==> config.mk <==
export PLATFORM = sky130hd
export DESIGN_NAME = lcd_page_sched
export DESIGN_NICKNAME = d
export VERILOG_FILES = /design/src/rtl/lcd_page_sched.sv
export SDC_FILE = /design/constraint.sdc
export NUM_CORES = 1
export LEC_CHECK = 0
export ABC_AREA = 1
export ABC_CLOCK_PERIOD_IN_PS = 5700
export BUFFER_PORTS_ARGS = -buffer_cell sky130_fd_sc_hd__buf_2
export CELL_PAD_IN_SITES_DETAIL_PLACEMENT = 0
export CELL_PAD_IN_SITES_GLOBAL_PLACEMENT = 1
export CORE_MARGIN = 2
export CORE_UTILIZATION = 47
export DETAILED_ROUTE_END_ITERATION = 8
export GPL_ROUTABILITY_DRIVEN = 0
export PLACE_DENSITY = 0.89
export SETUP_SLACK_MARGIN = 0.4
export SYNTH_ARGS = -nofsm -noshare
export SYNTH_HDL_FRONTEND = slang
export SYNTH_SLANG_ARGS = --single-unit
==> constraint.sdc <==
create_clock -name clk -period 5.7 [get_ports clk]
set_clock_uncertainty 0.1 [all_clocks]
set_input_delay 0.855 -clock clk [delete_from_list [all_inputs] [get_ports clk]]
set_output_delay 0.855 -clock clk [all_outputs]
set_load 0.02 [all_outputs]
==> src/rtl/lcd_page_sched.sv <==
`default_nettype none
// ============================================================================
//  Module   : lcd_page_sched
//  Purpose  : Shares one character-LCD path among NREQ content pages.
//             Picks the page routed to the formatter (sel), holds it stable
//             for SETTLE cycles, fires a one-cycle refresh/ack, then
//             blocks further refreshes for HOLD_CYCLES so that an LCD write
//             in progress always completes.
//  Revision : 1.0 - initial release
// ============================================================================
module lcd_page_sched #(
    parameter int NREQ        = 4,
    parameter int SELW        = 2,
    parameter int SETTLE      = 2,
    parameter int HOLD_CYCLES = 2000000
) (
    input  logic            clk,
    input  logic            rst,
    input  logic [NREQ-1:0] req,
    input  logic            lock,
    input  logic            step,
    output logic [SELW-1:0] sel,
    output logic            refresh,
    output logic [NREQ-1:0] ack,
    output logic            busy,
    output logic [SELW-1:0] lock_pg
);

    localparam int c_CNT_MAX = (SETTLE > HOLD_CYCLES) ? SETTLE : HOLD_CYCLES;
    localparam int c_CNT_W   = $clog2(c_CNT_MAX + 1);

    typedef enum logic [1:0] {
        ST_IDLE = 2'd0,
        ST_LOAD = 2'd1,
        ST_FIRE = 2'd2,
        ST_HOLD = 2'd3
    } state_t;

    state_t               r_state, w_state_nxt;
    logic [SELW-1:0]      r_sel, w_sel_nxt;
    logic [SELW-1:0]      r_last, w_last_nxt;
    logic [c_CNT_W-1:0]   r_cnt, w_cnt_nxt;
    logic [NREQ-1:0]      r_pending, w_pending_nxt;
    logic [SELW-1:0]      r_lock_pg, w_lock_pg_nxt;
    logic                 r_lock_d;
    logic                 r_refresh, w_fire_nxt;
    logic [NREQ-1:0]      r_ack, w_ack_nxt;
    logic [NREQ-1:0]      w_set, w_clr, w_lock_mask, w_elig;
    logic [SELW-1:0]      w_grant;
    logic [SELW-1:0]      w_idx_s;
    logic                 w_found;
    int                   w_idx;

    assign sel     = r_sel;
    assign refresh = r_refresh;
    assign ack     = r_ack;
    assign busy    = (r_state != ST_IDLE);
    assign lock_pg = r_lock_pg;

    // Pending set sources (req, locked-page step, lock rising edge) and eligibility mask
    always_comb begin
        w_lock_pg_nxt = r_lock_pg;
        w_set         = req;
        if (lock && step) begin
            if (r_lock_pg == SELW'(NREQ - 1)) begin
                w_lock_pg_nxt = '0;
            end else begin
                w_lock_pg_nxt = r_lock_pg + 1'b1;
            end
            w_set[w_lock_pg_nxt] = 1'b1;
        end
        if (lock && !r_lock_d) begin
            w_set[r_lock_pg] = 1'b1;
        end
        w_lock_mask            = '0;
        w_lock_mask[r_lock_pg] = 1'b1;
        // Same-cycle req is eligible so an idle scheduler reacts without an extra cycle
        w_elig = (r_pending | req) & (lock ? w_lock_mask : {NREQ{1'b1}});
        // Set wins over the FIRE clear so a re-request during FIRE is serviced again
        w_pending_nxt = (r_pending & ~w_clr) | w_set;
    end

    // Round-robin search: first eligible page after the last grant, with wrap
    always_comb begin
        w_found = 1'b0;
        w_grant = r_last;
        w_idx   = 0;
        w_idx_s = '0;
        for (int i = 1; i <= NREQ; i++) begin
            w_idx = int'(r_last) + i;
            if (w_idx >= NREQ) begin
                w_idx = w_idx - NREQ;
            end
            w_idx_s = SELW'(w_idx);
            if (!w_found && w_elig[w_idx_s]) begin
                w_found = 1'b1;
                w_grant = w_idx_s;
            end
        end
    end

    // Next-state logic; sel only moves on IDLE->LOAD so the string stays stable during a write
    always_comb begin
        w_state_nxt = r_state;
        w_sel_nxt   = r_sel;
        w_last_nxt  = r_last;
        w_cnt_nxt   = r_cnt;
        w_fire_nxt  = 1'b0;
        w_ack_nxt   = '0;
        w_clr       = '0;
        case (r_state)
            ST_IDLE: begin
                if (w_found) begin
                    w_sel_nxt   = w_grant;
                    w_last_nxt  = w_grant;
                    w_cnt_nxt   = c_CNT_W'(SETTLE - 1);
                    w_state_nxt = ST_LOAD;
                end
            end
            ST_LOAD: begin
                if (r_cnt == '0) begin
                    w_fire_nxt       = 1'b1;
                    w_ack_nxt[r_sel] = 1'b1;
                    w_state_nxt      = ST_FIRE;
                end else begin
                    w_cnt_nxt = r_cnt - 1'b1;
                end
            end
            ST_FIRE: begin
                w_clr[r_sel] = 1'b1;
                w_cnt_nxt    = c_CNT_W'(HOLD_CYCLES - 1);
                w_state_nxt  = ST_HOLD;
            end
            ST_HOLD: begin
                if (r_cnt == '0) begin
                    w_state_nxt = ST_IDLE;
                end else begin
                    w_cnt_nxt = r_cnt - 1'b1;
                end
            end
            default: w_state_nxt = ST_IDLE;
        endcase
    end

    // State register
    always_ff @(posedge clk) begin
        if (rst) begin
            r_state <= ST_IDLE;
        end else begin
            r_state <= w_state_nxt;
        end
    end

    // Datapath registers: selection, counter, pending flags, lock page, registered pulses
    always_ff @(posedge clk) begin
        if (rst) begin
            r_sel     <= '0;
            r_last    <= SELW'(NREQ - 1);
            r_cnt     <= '0;
            r_pending <= '0;
            r_lock_pg <= '0;
            r_lock_d  <= 1'b0;
            r_refresh <= 1'b0;
            r_ack     <= '0;
        end else begin
            r_sel     <= w_sel_nxt;
            r_last    <= w_last_nxt;
            r_cnt     <= w_cnt_nxt;
            r_pending <= w_pending_nxt;
            r_lock_pg <= w_lock_pg_nxt;
            r_lock_d  <= lock;
            r_refresh <= w_fire_nxt;
            r_ack     <= w_ack_nxt;
        end
    end

endmodule
`default_nettype wire
**Word level (Yosys, flattened, before mapping)**

Cells that the tools add are included.
Widths: inputs -> output; s select.

- Bitwise operators: 9
- Equal/unequal tests: 8
- Mux-type cells: 40
- Reductions and logical operators: 21
- $add $sub $neg: 10
- $lt $le $gt $ge: 14

Operator list:

| cell | number |
|---|---|
| $pmux 21 s3 | 1 |
| $mux 21 | 2 |
| $mux 2 | 13 |
| $logic_not 21->1 | 1 |
| $lt 2x3->1 const B | 7 |
| $sub 21x1->21 const B | 1 |
| $mux 4 | 4 |
| $or 4x4->4 | 4 |
| $mux 1 | 12 |
| $ge 3x3->1 const B | 3 |
| $and 4x4->4 | 2 |
| $bmux 1 s2 | 4 |
| $logic_and 1x1->1 | 8 |
| $ne 2x2->1 const B | 4 |
| $pmux 2 s4 | 1 |
| $sub 2x1->2 const B | 4 |
| $add 2x2->3 const B | 2 |
| $demux 1 s2 | 3 |
| $eq 2x2->1 const B | 3 |
| $ge 2x1->1 const B | 3 |
| $add 2x3->4 const B | 1 |
| $ge 4x3->1 const B | 1 |
| $logic_not 1->1 | 4 |
| $not 4->4 | 1 |
| 10 further kinds | 13 |

- Flip-flop bits (word level): 39
- Logic and storage cells: 111

**Longest topological paths before layout**

- Depth after elaboration: 20
- Gate-level depth with buffers: 17
- Gate-level depth less buffers: 16

**Worst setup path after synthesis**

Ideal clock, no wire load.

- Path kind: register -> output
- From: register r_state[0]
- To: output busy
- Stages on the path, launching flop included: 5
- Data arrival time: 1.291 ns
- Path slack: 3.454 ns
- Path buffers: 1
- Cell sequence: dfxtp_1 clkbuf_1 clkinv_1 ha_1 inv_1

- Cells in the longest elaborated chain, start to end: 1

Ends and longest elaborated chain:

| item | RTL line | source |
|---|---|---|
| start: declaration | 39 | `state_t r_state, w_state_nxt;` |
| start signal: assignment | 150 | `r_state <= w_state_nxt;` |
| $reduce_bool 2->1 | 57 | `assign busy = (r_state != ST_IDLE);` |
| end: declaration | 25 | `output logic busy,` |

Every way passes these cells.

**Worst setup path after layout**

Same ends and word-level chain as after synthesis.

==> results.md <==
Status:
- The flow ran to the end, and the final reports show no timing, DRC or antenna violations.

Drt:
- The number of iterations in the first detailed-routing pass is 4.
- Dividing the detail-routed wire length by the instance count gives 12.3 µm.
- Dividing the detail-routed via count by the number of cells gives 5.09.
- For this run, design rule violations remaining after detail routing come to 0.
- The post-route met1 wirelength is 3170 µm.
- The post-detailed-route count of antenna-violating nets is 0.
- The sum of met2 wire segment lengths after detailed routing is 2260 µm.
- The total detailed-routing wirelength is just under 6000 µm.
- After detailed routing, no signal wire sits above met4.
- In the detailed route, the total length drawn on met3 is 257 µm.
- The via total after detailed routing is between 2k and 2.5k.
- The number of violations reported at the end of detailed-routing iteration 0 is 138.

Floorplanning:
- The width of the die is 78.1 µm.
- The area of the core region is 5200 µm².
- The area enclosed by the die boundary is around 6000 µm².
- The die boundary height is 78.1 µm.
- The initial utilization of the core area, before any placement, comes to between 40% and 50%.
- The number of ports placed on the die boundary is 18.
- The floorplan has 26 rows.

Global route:
- The number of antenna violations at the first check in global routing is 0.
- The largest net degree at the start of global routing is 24.
- The overflow left after global routing is 0.
- The via count of the first global-routing pass is 2,210.
- The wire length of the first global-routing pass is 10,400 µm.
- For this run, the total global-route usage over all layers was measured as 21.0%.

STA:
- Headroom to the max-slew limit came out at between 60% and 70%.
- The worst path uses 50.9% of the clock period.
- The highest clock rate is 345 MHz.
- The number of pins exceeding their max-slew limit in the final report is 0.
- Setup repair after global routing left no endpoint under its margin.
- The final-layout setup total negative slack is 0 ns.
- The final critical-path required period is slightly below 3 ns.
- The final count of negative-setup-slack endpoints is 0.
- At the pin with the least slew margin, the transition time is just over 0.5 ns.
- The count of endpoints failing hold in the final timing report was 0.

Yosys:
- The area of the mapped netlist is ~2600 µm².
- The number of nets in the synthesized netlist is 402.
- The number of distinct library cells after synthesis is 34.
- By area the synthesized netlist is led by dfxtp_1 30%, nand2_1 13%, inv_1 7.3%, nand3_1 7.2%, nor2_1 6.0%.
- The cell count after synthesis came out at 383.
- The post-synthesis sequential area ratio is a little under a third.
- The largest total area in the synthesized netlist belongs to dfxtp_1.
- After synthesis, the largest area contributor takes up 30.2% of total cell area.
- In this run, synthesis produced a sequential element count of 39.
- A synthesized cell averages between 6 and 7 µm².
- During synthesis, Yosys emitted a total of 0 warnings.

Cells and area:
- The share of post-route cells with drive strength above 1 is about 14%.
- The post-route non-filler standard cell count is 469.
- For this run, the post-layout net count is 417.
- The cell area after layout is about 2800 µm².
- 0 antenna diodes ended up in the layout.
- The number of fill cells is 528.
- Leaving out fill and tap cells, the most frequent cell in the layout is nand2_1.
- Measured on the finished design, the core utilization comes to 53.8%.
- The post-synthesis to final-layout area growth is 8.28%.
- The top cell types in the final layout, fill and taps aside, are 89 x nand2_1, 50 x inv_1, 41 x nor2_1.

Placed design:
- The total placed instance area is 2680 µm².
- Input and output buffers added on the ports amount to 17.
- The wire-length estimate of the detail-placed layout is approximately 4400 µm.
- Counting tap cells, the placed design contains a total of 461 instances.

Power:
- For this design the ratio of total power to cell area is 608 nW/µm².
- For this design the static power due to leakage is between 1 and 1.5 nW.
- The worst ir drop on vdd is 0.000258 V.
- Overall power consumption after layout is estimated at 1.70 mW.

Clock tree:
- The deepest clock path buffer count is 2.
- In this run the clock root is driven by a clkbuf_8.
- Once the clock tree was built, the setup fixing pass inserted 0 buffers.
- For the worst-skew pair, the clock arrives at the later sink with an insertion delay of 0.31 ns.
- The clock sink count is 39.
- Clock-pin slew was measured on the worst setup and hold paths at ~0.080 ns.
- The TritonCTS clock tree is built.
- Post-CTS repair changed the size of 0 cells.
- The H-tree level count is 2.
- The hold buffer count at cts is 0.
- The number of buffers inserted during clock tree synthesis is 5.

Worst setup path:
- For the worst setup path, the data arrival time is 1.95 ns.
- The path type of the worst setup path is register to output port.
- The required time at the endpoint of the critical path is 4.74 ns.
- The worst setup path is captured at an output port.
- The minimum setup slack among reg-to-reg paths is 3.22 ns.
- Of all nets on the critical path, the largest fanout is 11.
- The worst setup path is launched from a register.

Job:
- Max-cap violations in this run came to 0.

Hold path:
- The path type of the worst min-delay path is register to register.
[power by group]
part	internal (mW)	total, mW	switching, mW	leakage (nW)
registers	0.347	0.436	0.0882	0.320
logic	0.333	1.02	0.687	0.900
clock network	0.133	0.244	0.111	0.0587
[layer usage]
metal / vias up / GRT usage [%]
met1: 1067 / 31.6
met3: 10 / 3.45
met2: 44 / 30.8
met4: 0 / 5.79
met5: - / 0
li1: 1264 / -
[path summary, 6_finish.rpt]
kind,from,to,cells after the start
worst max-delay path,r_state[0],busy,4
worst min-delay path,r_cnt[20],r_cnt[20],2
worst max register to register,lock_pg[0],r_cnt[13],16
worst min register to register,r_cnt[20],r_cnt[20],2
[cell usage after synthesis (all sizes together)]
cell / count
a21oi: 32
nand4: 4
nor2: 44
xnor2: 2
dfxtp: 39
clkinv: 1
nor3: 16
clkbuf: 3
a211oi: 1
or2: 1
buf: 6
o31ai: 4
ha: 11
o211ai: 1
xor2: 7
inv: 51
o21ai: 16
nand3: 38
nand2: 101
nor4: 1
a41oi: 4
[sequential cells by signal, indices dropped and copies added (netlist names)]
signal and flops:
r_pending 4, lock_pg 2, sel 2, refresh 1
r_cnt 21, r_last 2, r_lock_d 1, ack 4
r_state 2
[stage by stage]
step | hold WS [ns] | setup slack [ns]
after floorplan | 0.361 | 3.45
after global placement | 0.394 | 2.99
after detailed placement | 0.386 | 2.96
after CTS | 0.401 | 2.78
after global routing | 0.426 | 2.66
final | 0.405 | 2.80
[cells by family after synthesis]
logic type / count (synthesis) / synth area share [%]
compound gates: 58 / 14.0
simple gates: 205 / 36.7
buf+inv: 61 / 10.5
flops: 39 / 30.2
fa+ha+maj: 11 / 5.33
xor+xnor: 9 / 3.34
[final cells by class]
type / instances / area, µm² / share of cell area, %
clock buffers: 5 / 68.8 / 2.46
repair buffers: 17 / 85.1 / 3.04
multi-input cells: 283 / 1530 / 54.8
well taps: 70 / 87.6 / 3.13
clock inverters: 3 / 47.5 / 1.70
flip-flops and latches: 39 / 781 / 27.9
inverters: 52 / 195 / 6.98
[critical path, cell delays in order, from the launching register on]
cell      delay, ns
dfxtp_1        0.59
clkinv_1       0.40
ha_1           0.36
inv_1          0.12
buf_2          0.18
(Power assumes the default switching activity.)
